<file path="config.mk">
export PLATFORM = sky130hd
export DESIGN_NAME = pcram_loader_flat
export DESIGN_NICKNAME = d
export VERILOG_FILES = /design/src/rtl/pcram_loader_if.sv /design/src/rtl/pcram_loader.sv /design/src/flat_wrapper.sv
export SDC_FILE = /design/constraint.sdc
export NUM_CORES = 1
export LEC_CHECK = 0
export ABC_AREA = 1
export CAP_MARGIN = 20
export CORE_ASPECT_RATIO = 2
export CORE_UTILIZATION = 30
export CTS_BUF_LIST = sky130_fd_sc_hd__clkbuf_16
export CTS_CLUSTER_SIZE = 20
export DETAILED_ROUTE_END_ITERATION = 10
export PLACE_DENSITY = 0.49
export SLEW_MARGIN = 30
export SYNTH_ARGS = -nofsm -noshare
export SYNTH_HDL_FRONTEND = slang
export SYNTH_SLANG_ARGS = --single-unit
export TNS_END_PERCENT = 1
</file>
<file path="constraint.sdc">
create_clock -name CLK -period 2.9 [get_ports CLK]
set_input_delay 0.58 -clock CLK [delete_from_list [all_inputs] [get_ports CLK]]
set_output_delay 0.58 -clock CLK [all_outputs]
set_load 0.02 [all_outputs]
</file>
<file path="src/rtl/pcram_loader_if.sv">
`default_nettype none
// ============================================================================
// Module   : pcram_loader_if
// Purpose  : valid/ready word stream from the host link into the loader.
// Revision : 1.0 - initial release
// ============================================================================
interface pcram_loader_if #(
   parameter int FetchBits = 8
) ();
   logic [FetchBits-1:0] Loader_InData;
   logic                 Loader_InValid;
   logic                 Loader_InReady;

   modport master (
      output Loader_InData,
      output Loader_InValid,
      input  Loader_InReady
   );

   modport slave (
      input  Loader_InData,
      input  Loader_InValid,
      output Loader_InReady
   );
endinterface
`default_nettype wire

</file>
<file path="src/rtl/pcram_loader.sv">
`default_nettype none
// ============================================================================
// Module   : pcram_loader
// Purpose  : receives a framed program, writes it into the program RAM,
//            reads it back to verify, and halts the cores until it is valid.
// Revision : 1.0 - initial release
// ============================================================================
module pcram_loader #(
   parameter int CounterBits = 6,
   parameter int FetchBits   = 8
) (
   input  wire                    CLK,
   input  wire                    RSTn,
   pcram_loader_if.slave          stream,
   input  wire                    Loader_Start,
   input  wire                    Loader_Abort,
   output logic                   Loader_Busy,
   output logic                   Loader_Done,
   output logic                   Loader_Error,
   output logic                   Cores_Halt,
   input  wire  [CounterBits-1:0] Core_InstructionAddr,
   output logic                   PCRam_WE,
   output logic                   PCRam_EN,
   output logic [CounterBits-1:0] PCRam_ProgrammerAddr,
   output logic [FetchBits-1:0]   PCRam_ProgrammerData,
   output logic [CounterBits-1:0] PCRam_InstructionAddr,
   input  wire  [FetchBits-1:0]   PCRam_OutputData
);

   typedef enum logic [3:0] {
      S_IDLE     = 4'd0,
      S_HDR_ADDR = 4'd1,
      S_HDR_LEN  = 4'd2,
      S_DATA     = 4'd3,
      S_CSUM     = 4'd4,
      S_VERIFY   = 4'd5,
      S_CHECK    = 4'd6,
      S_DONE     = 4'd7,
      S_ERROR    = 4'd8
   } state_t;

   state_t                 r_state;
   state_t                 w_next;
   logic [CounterBits-1:0] r_base;
   logic [CounterBits-1:0] r_len;
   logic [CounterBits-1:0] r_cnt;
   logic [CounterBits-1:0] r_wptr;
   logic [CounterBits-1:0] r_rptr;
   logic [FetchBits-1:0]   r_wsum;
   logic [FetchBits-1:0]   r_rsum;
   logic [FetchBits-1:0]   r_csum;
   logic                   r_prog_valid;
   logic                   r_error;

   logic                   w_rx;
   logic                   w_accept;
   logic                   w_last;
   logic                   w_sums_ok;

   // Abort masks ready so an in-flight word is neither accepted nor written.
   assign w_rx      = (r_state == S_HDR_ADDR) || (r_state == S_HDR_LEN) ||
                      (r_state == S_DATA)     || (r_state == S_CSUM);
   assign w_accept  = stream.Loader_InValid && stream.Loader_InReady;
   assign w_last    = (r_cnt == r_len);
   assign w_sums_ok = (r_wsum == r_csum) && (r_rsum == r_csum);

   always_comb begin
      w_next = r_state;
      case (r_state)
         S_IDLE:     if (Loader_Start) w_next = S_HDR_ADDR;
         S_HDR_ADDR: if (w_accept) w_next = S_HDR_LEN;
         S_HDR_LEN:  if (w_accept) w_next = S_DATA;
         S_DATA:     if (w_accept && w_last) w_next = S_CSUM;
         S_CSUM:     if (w_accept) w_next = S_VERIFY;
         S_VERIFY:   if (w_last) w_next = S_CHECK;
         S_CHECK:    w_next = w_sums_ok ? S_DONE : S_ERROR;
         S_DONE:     w_next = S_IDLE;
         S_ERROR:    w_next = S_IDLE;
         default:    w_next = S_IDLE;
      endcase
      if (Loader_Abort && (r_state != S_IDLE) && (r_state != S_ERROR))
         w_next = S_ERROR;
   end

   always_ff @(posedge CLK or negedge RSTn) begin
      if (!RSTn) r_state <= S_IDLE;
      else       r_state <= w_next;
   end

   always_ff @(posedge CLK or negedge RSTn) begin
      if (!RSTn) begin
         r_base       <= '0;
         r_len        <= '0;
         r_cnt        <= '0;
         r_wptr       <= '0;
         r_rptr       <= '0;
         r_wsum       <= '0;
         r_rsum       <= '0;
         r_csum       <= '0;
         r_prog_valid <= 1'b0;
         r_error      <= 1'b0;
      end else begin
         case (r_state)
            S_IDLE: begin
               if (Loader_Start) begin
                  r_error      <= 1'b0;
                  r_prog_valid <= 1'b0;
                  r_wsum       <= '0;
                  r_rsum       <= '0;
               end
            end
            S_HDR_ADDR: begin
               if (w_accept) begin
                  r_base <= stream.Loader_InData[CounterBits-1:0];
                  r_wptr <= stream.Loader_InData[CounterBits-1:0];
               end
            end
            S_HDR_LEN: begin
               if (w_accept) begin
                  r_len <= stream.Loader_InData[CounterBits-1:0];
                  r_cnt <= '0;
               end
            end
            S_DATA: begin
               if (w_accept) begin
                  r_wsum <= r_wsum + stream.Loader_InData;
                  r_wptr <= r_wptr + 1'b1;
                  r_cnt  <= r_cnt + 1'b1;
               end
            end
            S_CSUM: begin
               if (w_accept) begin
                  r_csum <= stream.Loader_InData;
                  r_rptr <= r_base;
                  r_cnt  <= '0;
                  r_rsum <= '0;
               end
            end
            S_VERIFY: begin
               r_rsum <= r_rsum + PCRam_OutputData;
               r_rptr <= r_rptr + 1'b1;
               r_cnt  <= r_cnt + 1'b1;
            end
            default: ;
         endcase
         if ((r_state == S_CHECK) && (w_next == S_DONE))
            r_prog_valid <= 1'b1;
         if ((w_next == S_ERROR) && (r_state != S_ERROR))
            r_error <= 1'b1;
      end
   end

   assign stream.Loader_InReady = w_rx && !Loader_Abort;
   assign Loader_Busy           = (r_state != S_IDLE);
   assign Loader_Done           = (r_state == S_DONE);
   assign Loader_Error          = r_error;
   assign Cores_Halt            = !r_prog_valid;

   assign PCRam_WE              = (r_state == S_DATA) && w_accept;
   assign PCRam_EN              = (r_state == S_DATA) && w_accept;
   assign PCRam_ProgrammerAddr  = r_wptr;
   assign PCRam_ProgrammerData  = stream.Loader_InData;
   assign PCRam_InstructionAddr = (r_state == S_VERIFY) ? r_rptr : Core_InstructionAddr;

endmodule
`default_nettype wire

</file>
<file path="src/flat_wrapper.sv">
// flat-port wrapper written by rule: the top's interface ports become plain ports
module pcram_loader_flat 
#(
   parameter int CounterBits = 6,
   parameter int FetchBits   = 8
)
  (CLK, RSTn, Loader_Start, Loader_Abort, Loader_Busy, Loader_Done, Loader_Error, Cores_Halt, Core_InstructionAddr, PCRam_WE, PCRam_EN, PCRam_ProgrammerAddr, PCRam_ProgrammerData, PCRam_InstructionAddr, PCRam_OutputData, stream_Loader_InData, stream_Loader_InValid, stream_Loader_InReady);
  pcram_loader_if #(.FetchBits(FetchBits)) stream_i ();
  input  wire CLK;
  input  wire RSTn;
  input  wire Loader_Start;
  input  wire Loader_Abort;
  output logic Loader_Busy;
  output logic Loader_Done;
  output logic Loader_Error;
  output logic Cores_Halt;
  input  wire  [CounterBits-1:0] Core_InstructionAddr;
  output logic PCRam_WE;
  output logic PCRam_EN;
  output logic [CounterBits-1:0] PCRam_ProgrammerAddr;
  output logic [FetchBits-1:0] PCRam_ProgrammerData;
  output logic [CounterBits-1:0] PCRam_InstructionAddr;
  input  wire  [FetchBits-1:0] PCRam_OutputData;
  input wire logic [$bits(stream_i.Loader_InData)-1:0] stream_Loader_InData;
  input wire logic [$bits(stream_i.Loader_InValid)-1:0] stream_Loader_InValid;
  output wire logic [$bits(stream_i.Loader_InReady)-1:0] stream_Loader_InReady;
  assign stream_i.Loader_InData = stream_Loader_InData;
  assign stream_i.Loader_InValid = stream_Loader_InValid;
  assign stream_Loader_InReady = stream_i.Loader_InReady;
  pcram_loader #(.CounterBits(CounterBits), .FetchBits(FetchBits)) u_core (.CLK(CLK), .RSTn(RSTn), .stream(stream_i), .Loader_Start(Loader_Start), .Loader_Abort(Loader_Abort), .Loader_Busy(Loader_Busy), .Loader_Done(Loader_Done), .Loader_Error(Loader_Error), .Cores_Halt(Cores_Halt), .Core_InstructionAddr(Core_InstructionAddr), .PCRam_WE(PCRam_WE), .PCRam_EN(PCRam_EN), .PCRam_ProgrammerAddr(PCRam_ProgrammerAddr), .PCRam_ProgrammerData(PCRam_ProgrammerData), .PCRam_InstructionAddr(PCRam_InstructionAddr), .PCRam_OutputData(PCRam_OutputData));
endmodule
</file>
== Word level (Yosys, flattened, before mapping) ==
Cells that the tools add are included.
Cells by class
  add/subtract/negate cells: 5
  $mul: 0
  divide/modulo/power cells: 0
  magnitude comparators: 0
  equality and inequality tests: 18
  shift-type cells: 0
  muxes and demuxes: 27
  bitwise gates (word level): 0
  reduce and logical (&&, ||, !) cells: 36
Operators by type and width (number)
  6-bit 2-to-1 mux: 6
  4-bit 2-to-1 mux: 8
  4-bit case mux with 7 select lines: 1
  8-bit 2-to-1 mux: 3
  6-bit case mux with 2 select lines: 2
  8-bit case mux with 3 select lines: 1
  4-bit by 3-bit == test with 1-bit output, second input constant: 5
  6-bit by 1-bit adder with 6-bit output, second input constant: 3
  6-bit case mux with 3 select lines: 1
  8-bit adder: 2
  8-bit == test: 2
  8-bit case mux with 2 select lines: 1
  2-bit nonzero test: 7
  2-bit AND reduction: 6
  3-bit AND reduction: 4
  1-bit logical AND: 9
  4-bit by 2-bit == test with 1-bit output, second input constant: 2
  2-bit by 1-bit inequality test with 1-bit output, second input constant: 4
  6-bit == test: 1
  3-bit nonzero test: 2
  4-bit by 1-bit == test with 1-bit output, second input constant: 1
  4-bit == test, second input constant: 1
  4-bit logical NOT: 1
  1-bit 2-to-1 mux: 4
  other kinds (6): 9
Storage, ports and cells
  flip-flop bits (word level): 60
  bits in latches: 0
  memory bits (writable): 0
  memory bits (read-only): 0
  input bits: 27
  output and inout bits: 27
  logic and storage cells: 97
  memories kept: 0

== Depth between registers and ports, before layout ==
  word-level depth: 14
  depth in mapped cells: 12
  gate-level depth less buffers: 12

== Worst setup path before layout ==
No wires, ideal clock.
  kind: register to output
  start point: register u_core.r_state[3]
  end point: output port PCRam_InstructionAddr[1]
  arrival: 1.565 ns
  required time: 2.320 ns
  slack: 0.755 ns
  stages on the path, launching flop included: 6
  buffers on the path: 2
  cell sequence: dfrtp_1 -> nor2_8 -> nand2_1 -> buf_2 -> clkbuf_1 -> o21ai_0
On the way
  word-level cells in the longest chain between the ends: 2
Ends and longest elaborated chain
  start, declared: line pcram_loader.sv:42  | state_t r_state;
  start signal, assigned: line pcram_loader.sv:87  | else r_state <= w_next;
  4-bit by 3-bit == test with 1-bit output: line pcram_loader.sv:163  | assign PCRam_InstructionAddr = (r_state == S_VERIFY) ? r_rptr : Core_InstructionAddr;
  6-bit 2-to-1 mux: line pcram_loader.sv:163
  end, declared: line flat_wrapper.sv:22  | output logic [CounterBits-1:0] PCRam_InstructionAddr;
Every way passes these cells.

== Worst setup path in the final report ==
  start point: register u_core.r_state[1]
  end point: output port PCRam_WE
On the way
  word-level cells in the longest chain between the ends: 7
  elaborated cells on any way between the ends: 10
  classes of those cells: eq/ne: 4; reduce/logical: 6
Ends and longest elaborated chain
  4-bit by 1-bit == test with 1-bit output or 4-bit by 2-bit == test with 1-bit output (tied branches): line pcram_loader.sv:61  | assign w_rx = (r_state == S_HDR_ADDR) || (r_state == S_HDR_LEN) ||
  1-bit logical OR (2 in a row): line pcram_loader.sv:61
  1-bit logical OR: line pcram_loader.sv:62  | (r_state == S_DATA) || (r_state == S_CSUM);
  1-bit logical AND: line pcram_loader.sv:153  | assign stream.Loader_InReady = w_rx && !Loader_Abort;
  1-bit logical AND: line pcram_loader.sv:63  | assign w_accept = stream.Loader_InValid && stream.Loader_InReady;
  1-bit logical AND *: line pcram_loader.sv:159  | assign PCRam_WE = (r_state == S_DATA) && w_accept;
  end, declared: line flat_wrapper.sv:18  | output logic PCRam_WE;
Mark *: on every way between the ends. The rest lies on a longest branch, timed or not.

==> flow_metrics.env <==
export IMPL_synth_area_leaders="dfrtp_1 (38%), nand2_1 (16%), inv_1 (7.1%)"
export IMPL_vias=3577
export IMPL_grt_antenna_before_repair=0
export IMPL_io_buffers=53
export IMPL_slew_limit_headroom_pct=65.2
export IMPL_worstSetupPathType="reg -> out"
export IMPL_rsz0062_at_grt="false"
export IMPL_drtPass1Iterations=4
export IMPL_synth_cells=541
export IMPL_tightest_slew_ns=0.520
export IMPL_hold_slack_ns=0.152
export IMPL_setup_viol=0
export IMPL_routed_wl_um=11000
export IMPL_antenna_left=0
export IMPL_fillerInstances=1381
export IMPL_gp_congestion=0.844
export IMPL_postCtsHoldBufs=0
export IMPL_clkLatencyLatePin_ns=0.33
export IMPL_antenna_cells=0
export IMPL_viasPerCell=4.77
export IMPL_synth_top_area_cell="dfrtp_1"
export IMPL_final_cell_mix="nand2_1 (162), inv_1 (75), dfrtp_1 (60), nor2_1 (53), clkdlybuf4s50_1 (52)"
export IMPL_netlist_area_leader_share_pct=38.5
export IMPL_cts_sinks=60
export IMPL_tns_ns=0
export IMPL_crit_path_start_kind="register"
export IMPL_drc=0
export IMPL_leakagePower_uw=0.00244
export IMPL_dp_hpwl_um=8810
export IMPL_grt_ovfl_total=0
export IMPL_grt_use_total_pct=18.3
export IMPL_dieArea_mm2=0.0135
export IMPL_syn_area_mm2=0.00390
export IMPL_syn2layout_area_growth_pct=24.1
export IMPL_path_max_fanout=7
export IMPL_cts_setup_buffers=0
export IMPL_htree_levels=3
export IMPL_r2r_end="u_core.r_cnt[5]"
export IMPL_synth_nets=587
export IMPL_synth_distinct_cells=37
export IMPL_rows=58
export IMPL_period_needed_ns=2.79
export IMPL_ir_worst_vdd_mv=0.300
export IMPL_grt_start_max_net_pins=30
export IMPL_hold_path_class="in -> async"
export IMPL_core_area_mm2=0.0126
export IMPL_drt_iter0_markers=133
export IMPL_cts_resized_gates=1
export IMPL_worstPathArrival_ns=2.21
export IMPL_pre_cts_ws_ns=0.170
export IMPL_fin_ws_ns=0.113
export IMPL_io_pins=54
export IMPL_regToRegStartpoint="u_core.r_state[3]"
export IMPL_fmax_mhz=359
export IMPL_yosysSeqAreaShare_pct=38.5
export IMPL_layout_commonest_cell="nand2_1"
export IMPL_initial_core_util_pct=30.9
export IMPL_wire_per_inst_um=14.7
export IMPL_clock_root_buffer="clkbuf_16"
export IMPL_required_ns=2.32
export IMPL_cts_tree="yes"
export IMPL_die_w_um=82.6
export IMPL_power_density_mw_per_mm2=703
export IMPL_clockBufferDepth=2
export IMPL_reg2reg_depth=8
export IMPL_cts_buffers=9
export IMPL_postSynthAreaPerCell_um2=7.21
export IMPL_rrSetupSlack_ns=0.98
export IMPL_hold_viol=0
export IMPL_ys_warn_count=0
export IMPL_synth_seq_cells=60
export IMPL_fin_util_pct=38.3
export IMPL_die_y_um=163
export IMPL_post_route_period_util_pct=96.1
export IMPL_path_clk_slew_ns=0.06
export IMPL_nets=641
export IMPL_drv_cap=0
export IMPL_grt_pass1_vias=3704
export IMPL_outcome="finished, final reports clean"
export IMPL_final_layout_size_suffix_gt1_share_pct=8.17
export IMPL_grt_pass1_wl_um=18100
export IMPL_finalMaxSlewViolations=0
export IMPL_crit_path_end_kind="output pin"
export IMPL_fin_skew_ns=0.00610
## synthesized netlist by cell type
cell type	n
nand2_1	163
o21ai_1	9
nand4_1	6
nand3_1	32
nand2_4	4
o21ai_2	2
a22oi_1	2
nand2_2	1
nand3b_1	1
ha_1	17
a21oi_2	3
xor2_1	6
nor3_1	2
o21ai_0	43
a41oi_1	1
buf_2	3
dfrtp_1	60
o211ai_1	3
nor2_4	3
o221ai_1	2
nor2_8	1
fa_1	2
o22ai_1	1
inv_1	74
inv_2	2
a31oi_1	2
buf_4	10
or2_2	6
clkbuf_1	4
nor2_1	53
a21oi_4	1
inv_4	1
buf_6	2
nor2_2	1
a21oi_1	16
o32ai_1	1
o21a_1	1
## area by class of cell
class / count / area, um^2 / area share [%]
multi-input cells: 385 / 1980 / 41.0
flip-flops and latches: 60 / 1500 / 31.0
repair buffers: 62 / 593 / 12.3
inverters: 77 / 292 / 6.02
clock buffers: 9 / 225 / 4.65
well taps: 150 / 188 / 3.88
clock inverters: 7 / 58.8 / 1.22
## kinds of logic (layout without fill, tap and decap cells)
family	Yosys count	in the layout	share of synthesized area, %
xor gates and xnor gates	6	6	1.35
DFF	60	60	38.5
adders and majority gates	19	19	6.48
and+or+nand+nor	273	273	30.1
buffers and inverters	96	155	10.7
AOI/OAI and AO/OA	87	87	12.8
## flip-flops by register name, summed over array words and instances (netlist names)
name / count
u_core.r_csum: 8
u_core.r_rsum: 8
u_core.r_wsum: 8
u_core.PCRam_ProgrammerAddr: 6
u_core.r_base: 6
u_core.r_cnt: 6
u_core.r_len: 6
u_core.r_rptr: 6
u_core.r_state: 4
u_core.Loader_Error: 1
u_core.r_prog_valid: 1
## report_power, final
part	internal, uW	leakage (uW)	switching [uW]	total [uW]
sequential	1030	0.000776	190	1220
combinational	455	0.00153	691	1150
clock	652	0.000141	386	1040
total	2140	0.00244	1270	3400
## worst max path at each step
stage | slack [ns] | endpoint | start
after detailed placement | 0.17 | PCRam_WE | Loader_Abort
after global routing | 0.005 | PCRam_EN | u_core.r_state[1]
final | 0.11 | PCRam_WE | u_core.r_state[1]
after CTS | 0.08 | PCRam_WE | u_core.r_state[3]
after global placement | 0.18 | PCRam_EN | Loader_Abort
after floorplan | 0.75 | PCRam_InstructionAddr[1] | u_core.r_state[3]
## per-layer routing
| layer | part of all wire, % | GRT usage, % |
|---|---|---|
| met5 | 0 | 0 |
| met4 | 4.8 | 10.6 |
| met3 | 2.2 | 2.51 |
| met2 | 55 | 33.2 |
| met1 | 38 | 19.3 |
## critical path, cell delays in order, from the launching register on
cell	delay (ns)
dfrtp_1	0.47
nor2_4	0.21
nand2_4	0.09
a21oi_4	0.18
nand2_4	0.08
inv_4	0.08
nand2_4	0.07
inv_2	0.09
clkdlybuf4s50_1	0.61
## metrics by stage
stage	cell area (um^2)	total power, uW	instances
floorplan	3900	1950	541
global placement	4550	2380	734
detailed placement	4550	2400	734
CTS	4840	3450	750
global route	4840	3640	750
finish	4840	3400	750
Power figures use the tool's default switching activity.
==> patch 1 (config.mk and constraints unchanged) <==
`FetchBits` is set to 8 in 3 places; all go to 10.
--- a/src/rtl/pcram_loader_if.sv
+++ b/src/rtl/pcram_loader_if.sv
@@ -5,7 +5,7 @@
 // Revision : 1.0 - initial release
 // ============================================================================
 interface pcram_loader_if #(
-   parameter int FetchBits = 8
+   parameter int FetchBits = 10
 ) ();
    logic [FetchBits-1:0] Loader_InData;
    logic                 Loader_InValid;
--- a/src/rtl/pcram_loader.sv
+++ b/src/rtl/pcram_loader.sv
@@ -7,7 +7,7 @@
 // ============================================================================
 module pcram_loader #(
    parameter int CounterBits = 6,
-   parameter int FetchBits   = 8
+   parameter int FetchBits   = 10
 ) (
    input  wire                    CLK,
    input  wire                    RSTn,
--- a/src/flat_wrapper.sv
+++ b/src/flat_wrapper.sv
@@ -2,7 +2,7 @@
 module pcram_loader_flat 
 #(
    parameter int CounterBits = 6,
-   parameter int FetchBits   = 8
+   parameter int FetchBits   = 10
 )
   (CLK, RSTn, Loader_Start, Loader_Abort, Loader_Busy, Loader_Done, Loader_Error, Cores_Halt, Core_InstructionAddr, PCRam_WE, PCRam_EN, PCRam_ProgrammerAddr, PCRam_ProgrammerData, PCRam_InstructionAddr, PCRam_OutputData, stream_Loader_InData, stream_Loader_InValid, stream_Loader_InReady);
   pcram_loader_if #(.FetchBits(FetchBits)) stream_i ();
Ports: changed (resized PCRam_OutputData, PCRam_ProgrammerData and stream_Loader_InData); port bits go from 54 to 60. No check against the original RTL was run, so the function may have changed too.
==> patch 1 against the original RTL <==
  * Setup slack gained 0.00053 ns
  * Design area grew 13%
  * Largest cell class unchanged
  * Highest routed layer unchanged
  * Core utilization shrank 0.38 points
  * Maximum frequency is essentially flat
  * Wire length grew 12%
  * Power shrank 5.2%
  * Area after synthesis grew 12%
  * Sequential cell count grew 6
==> patch 1: results (changes against the original RTL) <==
| Metric | Value |
|---|---|
| Placer Congestion | 0.857 (was 0.844) |
| WHS | 0.292 ns (was 0.152 ns) |
| CP max FO | 8 (was 7) |
| Post-synthesis sequential area ratio | 37.7% (was 38.5%) |
| Port Buffer Count | 59 (was 53) |
| Top post-synthesis cells by count | nand2_1, inv_1, dfrtp_1, nor2_1, o21ai_0 (unchanged) |
| Iteration-0 DRC Markers | 142 (was 133) |
| Fill cells | 1519 (was 1381) |
| Status | finished, final reports clean (unchanged) |
| First-pass GRT wire length | 20600 microns (was 18100 microns) |
| Syn Nets | 667 (was 587) |
| TritonRoute pass-1 iters | 5 (was 4) |
| WL/cell | 14.2 microns (was 14.7 microns) |
| Leakage | 2.73 nW (was 2.44 nW) |
| Top cells by area, synth | dfrtp_1, nand2_1, inv_1 (unchanged) |
| Detailed placement HPWL | 9900 microns (was 8810 microns) |
| Peak supply drop | 306 uV (was 300 uV) |
| Top flop regs | u_core.r_csum (10), u_core.r_rsum (10), u_core.r_wsum (10) (was u_core.r_csum (8), u_core.r_rsum (8), u_core.r_wsum (8)) |
| Post-cts gate resize count | 0 (was 1) |
| Met3 usage | 2.15% (was 2.51%) |
| FF-to-FF setup slack | 0.96 ns (was 0.98 ns) |
| GRT Total Usage | 17.8% (was 18.3%) |
| Number of global-route vias before repair | 4137 (was 3704) |
| Vias | 4016 (was 3577) |
| Fin nets | 728 (was 641) |
patch 1: final cells by class:
type / instances / share of cell area, %
Multi-Input combinational cell: 443 / 41.9
Sequential cell: 66 / 30.3
Timing Repair Buffer: 70 / 12.3
Inverter: 84 / 5.79
Tap cell: 192 / 4.41
Clock buffer: 9 / 4.14
Clock inverter: 7 / 1.13
patch 1: logic make-up after synthesis:
kind of cell / Yosys count / synth area share (%)
AND/OR/NAND/NOR: 298 / 29.1
flip-flops: 66 / 37.7
buffers and inverters: 104 / 10.3
adder cells (fa/ha/maj): 23 / 6.91
XOR/XNOR: 14 / 2.80
AO/OA/AOI/OAI: 108 / 13.3
patch 1: stage by stage:
stage	std cells	cell area, sq um	setup slack [ns]
detailed placement	855	5160	0.185
global placement	855	5160	0.173
finish	871	5450	0.114
floorplan	613	4380	0.670
CTS	871	5440	0.0826
global route	871	5450	-0.0630
patch 1: power by group:
part           switching [mW]  leakage (nW)  internal, mW
clock                   0.399         0.138         0.654
sequential              0.140         0.829          1.07
combinational           0.563          1.76         0.392
patch 1: worst paths after layout:
check	startpoint	endpoint	cells past startpoint
worst max-delay path	u_core.r_state[3]	PCRam_WE	8
min in group CLK	u_core.r_base[4]	u_core.r_base[4]	2
worst min-delay path	RSTn	u_core.PCRam_ProgrammerAddr[2]	1
worst max register to register	u_core.r_state[3]	u_core.PCRam_ProgrammerAddr[5]	9
max in group asynchronous	RSTn	u_core.r_cnt[5]	2
worst min register to register	u_core.r_base[4]	u_core.r_base[4]	2
patch 1: metal layers:
metal | share of wire [%] | routed length, microns
met1 | 37 | 4620
met2 | 57 | 7100
met3 | 2.7 | 336
met4 | 2.5 | 307
met5 | 0 | 0
==> patch 2 (same flow settings) <==
Made on the original files. Encoding of `state_t`: now one-hot (9 bits for 9 states).
--- a/src/rtl/pcram_loader.sv
+++ b/src/rtl/pcram_loader.sv
@@ -27,16 +27,16 @@
    input  wire  [FetchBits-1:0]   PCRam_OutputData
 );
 
-   typedef enum logic [3:0] {
-      S_IDLE     = 4'd0,
-      S_HDR_ADDR = 4'd1,
-      S_HDR_LEN  = 4'd2,
-      S_DATA     = 4'd3,
-      S_CSUM     = 4'd4,
-      S_VERIFY   = 4'd5,
-      S_CHECK    = 4'd6,
-      S_DONE     = 4'd7,
-      S_ERROR    = 4'd8
+   typedef enum logic [8:0] {
+      S_IDLE     = 9'b000000001,
+      S_HDR_ADDR = 9'b000000010,
+      S_HDR_LEN  = 9'b000000100,
+      S_DATA     = 9'b000001000,
+      S_CSUM     = 9'b000010000,
+      S_VERIFY   = 9'b000100000,
+      S_CHECK    = 9'b001000000,
+      S_DONE     = 9'b010000000,
+      S_ERROR    = 9'b100000000
    } state_t;
 
    state_t                 r_state;
Function: no difference found for any inputs over 4 cycles, from zero or initial values and one cycle with RSTn low; so few cycles prove little.
==> patch 2 against the original RTL <==
  * Wire length rose by 8.6%
  * Critical endpoint is now PCRam_InstructionAddr[2]
  * Count of clock-buffer cells in the layout did not move
  * Setup slack improved by 0.00058 ns
  * Design area rose by 9.1%
  * Register-to-register slack got worse by 0.38 ns
  * Sequential share of layout area fell by 0.20 points
  * Sequential cell count rose by 5
  * Area after synthesis rose by 8.5%
Power is not compared: it rests on default switching activity, and its combinational part moved more than twofold at a synthesized area within 25%.
==> patch 2: results (changes against the original RTL) <==
| Metric | Value |
|---|---|
| GRT Total Usage | 17.6% (was 18.3%) |
| First-pass GRT wire length | 19400 microns (was 18100 microns) |
| Iteration-0 DRC Markers | 149 (was 133) |
| Slowest-stage cell, CP | clkdlybuf4s50_1 (unchanged) |
| Status | finished, final reports clean (unchanged) |
| Fill cells | 1442 (was 1381) |
| Setup Skew | 0.00642 ns (was 0.00610 ns) |
| Diode count | 0 (unchanged) |
| Fin nets | 661 (was 641) |
| Placer Congestion | 0.867 (was 0.844) |
| CP max FO | 6 (was 7) |
| Slowest stage delay, CP | 0.59 ns (was 0.61 ns) |
| Number of global-route vias before repair | 3944 (was 3704) |
| Syn Nets | 603 (was 587) |
| Post-synthesis sequential area ratio | 38.5% (about the same) |
| Number of buffers created by CTS | 9 (unchanged) |
| Largest net degree at the start of global routing | 66 (was 30) |
| Port Buffer Count | 53 (unchanged) |
| Post-DP Area | 4980 sq um (was 4550 sq um) |
| Leakage | 2.65 nW |
| Via density | 4.66 (was 4.77) |
| Reg with most FFs | u_core.r_state |
| Share of layout cells above drive strength 1 | 9.84% (was 8.17%) |
| Top post-synthesis cells by count | nand2_1, inv_1, dfrtp_1, o21ai_0, nor2_1 (was nand2_1, inv_1, dfrtp_1, nor2_1, o21ai_0) |
| Antenna violations before repair | 0 (unchanged) |
| Detailed placement HPWL | 9320 microns (was 8810 microns) |
| Max reg flops | 9 |
| Type of the tightest min-delay check | primary input to asynchronous set/reset pin (unchanged) |
| Top cells by area, synth | dfrtp_1, nand2_1, inv_1 (unchanged) |
| Cell variety after synth | 40 (was 37) |
| WL/cell | 14.8 microns (was 14.7 microns) |
| Worst slew pin tran | 0.488 ns (was 0.520 ns) |
| H-Tree Depth | 3 (unchanged) |
| Root buffer cell | clkbuf_16 (unchanged) |
| Postcts setup bufs | 0 (unchanged) |
patch 2: routing by layer:
metal / track usage [%] / part of all wire [%] / vias to the layer above
met5: 0 / 0 / -
met4: 8.91 / 3.5 / 0
met3: 2.72 / 2.3 / 26
met2: 34.4 / 57 / 64
met1: 17.2 / 37 / 1770
li1: - / - / 1907
patch 2: final cells by class:
| cell class | count | area [sq um] | share of cell area, % |
|---|---|---|---|
| well taps | 189 | 236 | 4.48 |
| clock buffers | 9 | 225 | 4.26 |
| clock inverters | 7 | 63.8 | 1.21 |
| flip-flops and latches | 65 | 1630 | 30.8 |
| multi-input cells | 404 | 2220 | 42.1 |
| repair buffers | 65 | 641 | 12.1 |
| inverters | 70 | 263 | 4.98 |
patch 2: per-stage QoR:
| step | cells | total power [mW] | worst slack (ns) | hold WS (ns) |
|---|---|---|---|---|
| after floorplan | 557 | 1.29 | 0.621 | 0.284 |
| after global placement | 793 | 1.52 | 0.204 | 0.479 |
| after detailed placement | 793 | 1.53 | 0.208 | 0.492 |
| after CTS | 809 | 2.60 | 0.00645 | 0.269 |
| after global routing | 809 | 2.69 | 0.00725 | 0.269 |
| final | 809 | 2.57 | 0.114 | 0.226 |
patch 2: path summary, 6_finish.rpt:
kind	from	slack [ns]	cells past startpoint	to
hold / removal	RSTn	0.23	2	u_core.r_cnt[0]
min in group CLK	u_core.Loader_Error	0.50	2	u_core.Loader_Error
setup / recovery	u_core.r_state[1]	0.11	8	PCRam_InstructionAddr[2]
max in group asynchronous	RSTn	2.29	2	u_core.r_state[0]
hold reg to reg	u_core.Loader_Error	0.50	2	u_core.Loader_Error
setup reg to reg	u_core.r_state[8]	0.60	13	u_core.r_rptr[1]
patch 2: cell families (layout without fill, tap and decap cells):
kind of cell | Yosys count | after routing | share of synthesized area [%]
compound gates | 89 | 89 | 12.1
buf+inv | 88 | 151 | 8.99
xor+xnor | 31 | 31 | 6.41
flops | 65 | 65 | 38.5
mux | 2 | 2 | 0.473
fa+ha+maj | 19 | 19 | 5.97
simple gates | 263 | 263 | 27.6
patch 2: repair_timing:
| item | CTS | global route |
|---|---|---|
| gates cloned | 0 | 0 |
| hold endpoints to repair | 0 | 0 |
| hold buffers | 0 | 0 |
| endpoints found under the setup margin | 2 | 7 |
| pin swaps | 0 | 1 |
| gates resized for setup | 2 | 7 |
patch 2: report_power, final:
part	switching (mW)	internal, mW
sequential	0.0313	0.940
clock	0.410	0.656
combinational	0.340	0.193
patch 2: critical path: cells and delay by family (launching register included):
kind                   cells  cell delay, ns
buffers and inverters      3            0.83
AND/OR/NAND/NOR            5            0.58
flip-flops                 1            0.46
